$ cat src/rtl/if_fetch.sv
// if_fetch: instruction-fetch front end feeding the IF/ID pipeline register.
// Owns the PC, runs a req/ack handshake with instruction memory, presents one
// instruction at a time (ZeroWord otherwise), and honours stall[0], ID branch
// redirects (delay-slot semantics) and exception flush redirects.
// Optional build macro IF_FETCH_CNT_EN adds the fetch_cnt consumption counter.
module if_fetch #(
  parameter logic [31:0] RESET_PC = 32'h0000_0000
) (
  input  logic        clk,
  input  logic        rst,
  input  logic [5:0]  stall,
  input  logic        branch_flag_i,
  input  logic [31:0] branch_target_i,
  input  logic        flush_i,
  input  logic [31:0] new_pc_i,
  output logic        imem_req,
  output logic [31:0] imem_addr,
  input  logic        imem_ack,
  input  logic [31:0] imem_rdata,
  output logic [31:0] if_pc,
  output logic [31:0] if_inst,
  output logic        stallreq_if
`ifdef IF_FETCH_CNT_EN
  ,
  output logic [31:0] fetch_cnt
`endif
);

  typedef enum logic [1:0] {
    S_IDLE  = 2'd0,
    S_WAIT  = 2'd1,
    S_VALID = 2'd2
  } state_t;

  state_t      r_state;
  state_t      w_state_nxt;

  logic [31:0] r_pc;
  logic [31:0] r_inst;
  logic        r_br_pend;
  logic [31:0] r_br_tgt;
  logic        r_discard;

  logic [31:0] w_pc_nxt;
  logic [31:0] w_inst_nxt;
  logic        w_br_pend_nxt;
  logic [31:0] w_br_tgt_nxt;
  logic        w_discard_nxt;

  logic        w_stop;
  logic        w_consume;
  logic        w_ack_take;
  logic [31:0] w_pc_inc;

  // Only the IF bit of the stall bus matters to this stage.
  logic        w_unused_stall;
  assign w_unused_stall = ^stall[5:1];

  assign w_stop     = stall[0];
  // Flush outranks consumption: a flushed presentation is not consumed.
  assign w_consume  = (r_state == S_VALID) && !w_stop && !flush_i;
  assign w_ack_take = (r_state == S_WAIT) && imem_ack;
  assign w_pc_inc   = r_pc + 32'd4;

  // State register.
  always_ff @(posedge clk or negedge rst) begin
    if (!rst) begin
      r_state <= S_IDLE;
    end else begin
      r_state <= w_state_nxt;
    end
  end

  // Next-state logic: flush always lands in S_WAIT; a discarded ack stays there.
  always_comb begin
    w_state_nxt = r_state;
    unique case (r_state)
      S_IDLE: begin
        w_state_nxt = S_WAIT;
      end
      S_WAIT: begin
        if (flush_i) begin
          w_state_nxt = S_WAIT;
        end else if (imem_ack && !r_discard) begin
          w_state_nxt = S_VALID;
        end
      end
      S_VALID: begin
        if (flush_i || !w_stop) begin
          w_state_nxt = S_WAIT;
        end
      end
      default: begin
        w_state_nxt = S_IDLE;
      end
    endcase
  end

  // Output decode; every output is forced to zero while reset is asserted.
  always_comb begin
    imem_req    = 1'b0;
    imem_addr   = '0;
    if_pc       = '0;
    if_inst     = '0;
    stallreq_if = 1'b0;
    if (rst) begin
      imem_addr   = r_pc;
      imem_req    = (r_state == S_WAIT);
      stallreq_if = (r_state != S_VALID);
      if (r_state == S_VALID) begin
        if_pc   = r_pc;
        if_inst = r_inst;
      end
    end
  end

  // Datapath next values: PC redirect priority is flush, then the branch
  // presented on the consumption edge, then a captured branch, then PC+4.
  always_comb begin
    w_pc_nxt      = r_pc;
    w_inst_nxt    = r_inst;
    w_br_pend_nxt = r_br_pend;
    w_br_tgt_nxt  = r_br_tgt;
    w_discard_nxt = r_discard;
    if (flush_i) begin
      w_pc_nxt      = new_pc_i;
      w_br_pend_nxt = 1'b0;
      // An outstanding request with no ack yet will return stale data later;
      // an ack arriving this very cycle is simply dropped.
      w_discard_nxt = (r_state == S_WAIT) && !imem_ack;
    end else begin
      if (w_consume) begin
        if (branch_flag_i) begin
          w_pc_nxt = branch_target_i;
        end else if (r_br_pend) begin
          w_pc_nxt = r_br_tgt;
        end else begin
          w_pc_nxt = w_pc_inc;
        end
        w_br_pend_nxt = 1'b0;
      end else if (branch_flag_i) begin
        w_br_pend_nxt = 1'b1;
        w_br_tgt_nxt  = branch_target_i;
      end
      if (w_ack_take) begin
        if (r_discard) begin
          w_discard_nxt = 1'b0;
        end else begin
          w_inst_nxt = imem_rdata;
        end
      end
    end
  end

  // Datapath registers.
  always_ff @(posedge clk or negedge rst) begin
    if (!rst) begin
      r_pc      <= RESET_PC;
      r_inst    <= '0;
      r_br_pend <= 1'b0;
      r_br_tgt  <= '0;
      r_discard <= 1'b0;
    end else begin
      r_pc      <= w_pc_nxt;
      r_inst    <= w_inst_nxt;
      r_br_pend <= w_br_pend_nxt;
      r_br_tgt  <= w_br_tgt_nxt;
      r_discard <= w_discard_nxt;
    end
  end

`ifdef IF_FETCH_CNT_EN
  logic [31:0] r_fetch_cnt;

  // Count instructions actually handed to the pipeline; wraps naturally.
  always_ff @(posedge clk or negedge rst) begin
    if (!rst) begin
      r_fetch_cnt <= '0;
    end else if (w_consume) begin
      r_fetch_cnt <= r_fetch_cnt + 32'd1;
    end
  end

  assign fetch_cnt = r_fetch_cnt;
`endif

endmodule

$ cat config.mk
export PLATFORM = sky130hd
export DESIGN_NAME = if_fetch
export DESIGN_NICKNAME = d
export VERILOG_FILES = /design/src/rtl/if_fetch.sv
export SDC_FILE = /design/constraint.sdc
export NUM_CORES = 1
export LEC_CHECK = 0
export CORE_UTILIZATION = 47
export CTS_CLUSTER_DIAMETER = 60
export DETAILED_ROUTE_END_ITERATION = 8
export PLACE_DENSITY = 0.82
export SLEW_MARGIN = 20
export SYNTH_ARGS = -nofsm -noshare
export SYNTH_HDL_FRONTEND = slang
export SYNTH_SLANG_ARGS = --single-unit
$ cat constraint.sdc
create_clock -name clk -period 1.92 [get_ports clk]
set_input_delay 0.48 -clock clk [delete_from_list [all_inputs] [get_ports clk]]
set_output_delay 0.48 -clock clk [all_outputs]
set_load 0.005 [all_outputs]
==> out/metrics.cfg <==
[power_and_ir_drop]
power_density_nw_per_um2=749
leakagePower_nw=4.52
fin_total_pwr_mw=7.19
irDropWorstVdd_mv=0.673

[global_routing]
grt_start_max_net_pins=34
vias_in_the_first_global_route=6158
wire_length_of_the_first_global_routing_pass_mm=32.5
grt_use_total_pct=31.8
antenna_found_initial=0
gr-total-overflow=0

[floorplanning]
die_area_um2=13500
total_core_area_um2=12700
ioPinCount=205
floorplan.die.width_um=116
floorplan.rows=41
initial_utilization_pct=48.4
die_h_um=116

[critical_path]
crit_chain=nand2b_4, nor2_4, buf_6, buf_8, buf_16, buf_8, and2_4, buf_6
worstSetupPathType=reg -> out
setup.worst_path.end_class=output pin
critical-path-max-stage-delay_ps=380
crit_buf_inv=5
timing.critical_path.fanout_max=7
crit_path_start=r_state[0]$_DFFE_PN0P_
r2r_start=r_state[1]$_DFFE_PN0P_
timing.critical_path.required_ps=1440
sort_of_element_at_the_start_of_the_critical_path=flip-flop
timing.critical_path.slowest_stage_cell=sky130_fd_sc_hd__dfrtp_1
critical_path.top_delay_family=buffers and inverters
worst_ep_arrival_time_ps=1690

[detailed_routing]
num_vias=6042
viasPerCell=5.78
antenna_left=0
wl_mm=21.4
detailedRoute.firstIterationViolations=456
wire_per_inst_um=20.5
drc=0
drtPass1Iterations=5

[clock_network]
clock-sinks=100
clock_path_buffers=2
cts.htree.levels=3
cts_buffers=9
clock_tree.root_cell=sky130_fd_sc_hd__clkbuf_16
cts_tree=done
worst_skew_pair.late_latency_ps=350
clk_pin_slew_worst_paths_ps=70
cts_hold_buffers=0

[synthesis]
syn-mean-instance-area_um2=10.1
yosys.cell_count.top_type=sky130_fd_sc_hd__dfrtp_1
synth.yosys.seq_area_share_pct=40.8
postSynthCellCount=609
yosysUniqueCellTypes=72
netlist_area_before_placement_um2=6140
post-synth-top-area-fraction_pct=40.8
netlist.top_cell.by_area=sky130_fd_sc_hd__dfrtp_1
yosys_warnings=0
postSynthRegisterBits=100
synth-main-ff-cell=sky130_fd_sc_hd__dfrtp_1
synth_top_cells_by_count=sky130_fd_sc_hd__dfrtp_1 (100), sky130_fd_sc_hd__and2_1 (91), sky130_fd_sc_hd__nor2_1 (39), sky130_fd_sc_hd__mux2_2 (36), sky130_fd_sc_hd__nand2_1 (35)
ys_top_cells_by_area=sky130_fd_sc_hd__dfrtp_1 (41%), sky130_fd_sc_hd__and2_1 (9.3%), sky130_fd_sc_hd__mux2_4 (6.8%)
synth_async_sr_flop_share_pct=100
synth_enable_flop_cells=0
syn-num-nets=717

[sta]
max_slew.worst_pin.slew_ps=491
timing.fmax_ghz=0.460
unrepaired_setup_endpoints_after_global_routing=yes
period_share_pct=113
setup_slack_ps=-253
layout_min_cycle_time_ps=2170
final-setup-viol-count=60
hold_ws_ps=169
finalClockSkew_ps=8.33
number_of_hold_slack_violations_in_the_final_timing_report=0
max_slew_margin_pct=66.4
slew_viol_final=0

[final_layout]
stdcell_area_um2=9600
area_growth_pct=56.3
fill_cells=876
num_antenna_cells=0
sequential_standard_cell_area_um2=2530
final_net_count=977
final_layout_size_suffix_gt1_share_pct=37.2
area_taken_by_multi_input_logic_gates_um2=3460

[placement]
buffer_ports.inserted=199
pre_cts_slack_ps=-426
placed_cell_area_um2=8690
place_congestion=0.886
dpl.hpwl_mm=14.7

[run]
max_cap_violations=0

[status]
outcome=finished, violations left
violations=setup timing

[worst_hold_path]
hold_path.class=in -> async

worst min-delay path: stages:
cell and delay [ps]:
sky130_fd_sc_hd__buf_4 120, sky130_fd_sc_hd__buf_12 130, sky130_fd_sc_hd__buf_12 120
per-stage QoR:
step                      setup TNS (ps)  cells  util [%]
after global routing              -13350   1045      75.7
after floorplan                        0    609         -
after CTS                         -16730   1035      73.9
final                              -9550   1045      75.7
after detailed placement          -48190   1000      68.6
after global placement            -42820   1000      68.6
power by group:
group	total, mW	internal (mW)	switching, mW
Combinational	2.10	1.26	0.840
Sequential	3.12	2.68	0.434
Clock	1.97	1.17	0.802
registers in the layout (all words and copies together) (netlist names):
register / cells
r_br_tgt: 32
r_inst: 32
r_state: 2
r_discard: 1
r_br_pend: 1
r_pc: 32
routing by layer:
| layer | up-vias | routed length (µm) | track usage (%) |
|---|---|---|---|
| met4 | 0 | 434 | 13.8 |
| met3 | 42 | 2020 | 7.32 |
| met5 | - | 0 | 0 |
| met1 | 2951 | 8320 | 37.9 |
| met2 | 324 | 10700 | 55.1 |
| li1 | 2725 | - | - |
final timing paths:
kind                                               to  slack (ps)  cells after the start
worst min register to register  r_inst[5]$_DFFE_PN0P_         500                      1
worst min-delay path             r_pc[23]$_DFFE_PN0N_         170                      3
worst max register to register    r_pc[5]$_DFFE_PN0N_          30                      5
max in group asynchronous         r_pc[7]$_DFFE_PN0N_        1220                      4
min in group clk                  r_pc[0]$_DFFE_PN0P_         430                      3
worst max-delay path                      if_inst[16]        -250                      8
final cells by class:
| class | instances | area share (%) |
|---|---|---|
| well taps | 172 | 2.24 |
| repair buffers | 296 | 31.7 |
| flip-flops and latches | 100 | 26.3 |
| clock inverters | 4 | 0.769 |
| inverters | 10 | 0.417 |
| clock buffers | 11 | 2.53 |
| multi-input cells | 452 | 36.0 |
placed cells by master, fill, tap and decap left out, types with 4 or more instances in the layout:
cell type and instances:
sky130_fd_sc_hd__a21o_1 5, sky130_fd_sc_hd__a21oi_1 18, sky130_fd_sc_hd__a221o_1 7, sky130_fd_sc_hd__a221oi_1 17, sky130_fd_sc_hd__a22oi_1 5, sky130_fd_sc_hd__a31oi_1 7
sky130_fd_sc_hd__and2_1 65, sky130_fd_sc_hd__and2_2 4, sky130_fd_sc_hd__and2_4 26, sky130_fd_sc_hd__buf_12 13, sky130_fd_sc_hd__buf_2 21, sky130_fd_sc_hd__buf_4 71
sky130_fd_sc_hd__buf_6 26, sky130_fd_sc_hd__clkbuf_16 10, sky130_fd_sc_hd__clkdlybuf4s15_2 22, sky130_fd_sc_hd__clkdlybuf4s50_1 99, sky130_fd_sc_hd__dfrtp_1 80, sky130_fd_sc_hd__dfrtp_2 20
sky130_fd_sc_hd__dlymetal6s2s_1 31, sky130_fd_sc_hd__inv_1 6, sky130_fd_sc_hd__mux2_2 36, sky130_fd_sc_hd__mux2_4 28, sky130_fd_sc_hd__mux2i_1 5, sky130_fd_sc_hd__nand2_1 35
sky130_fd_sc_hd__nand2b_1 6, sky130_fd_sc_hd__nand3_1 14, sky130_fd_sc_hd__nand4_1 7, sky130_fd_sc_hd__nor2_1 36, sky130_fd_sc_hd__nor3_1 8, sky130_fd_sc_hd__nor3_4 5
sky130_fd_sc_hd__o211ai_1 4, sky130_fd_sc_hd__o21ai_0 33, sky130_fd_sc_hd__o22ai_1 5, sky130_fd_sc_hd__o31a_1 6, sky130_fd_sc_hd__o31ai_1 8
cell families after synthesis:
logic type / Yosys count / share of synthesized area [%]
flip-flops: 100 / 40.8
AO/OA/AOI/OAI: 145 / 16.9
buffers and inverters: 57 / 5.36
adder cells (fa/ha/maj): 1 / 0.204
XOR/XNOR: 2 / 0.285
AND/OR/NAND/NOR: 235 / 22.2
multiplexers: 69 / 14.3
what timing repair did:
item | in CTS | in global routing
pin swaps | 12 | 5
gates cloned | 5 | 1
setup endpoints to repair | 101 | 104
setup buffers | 16 | 14
gates resized for setup | 300 | 80
Note: power is estimated with default switching activity, not from simulation.
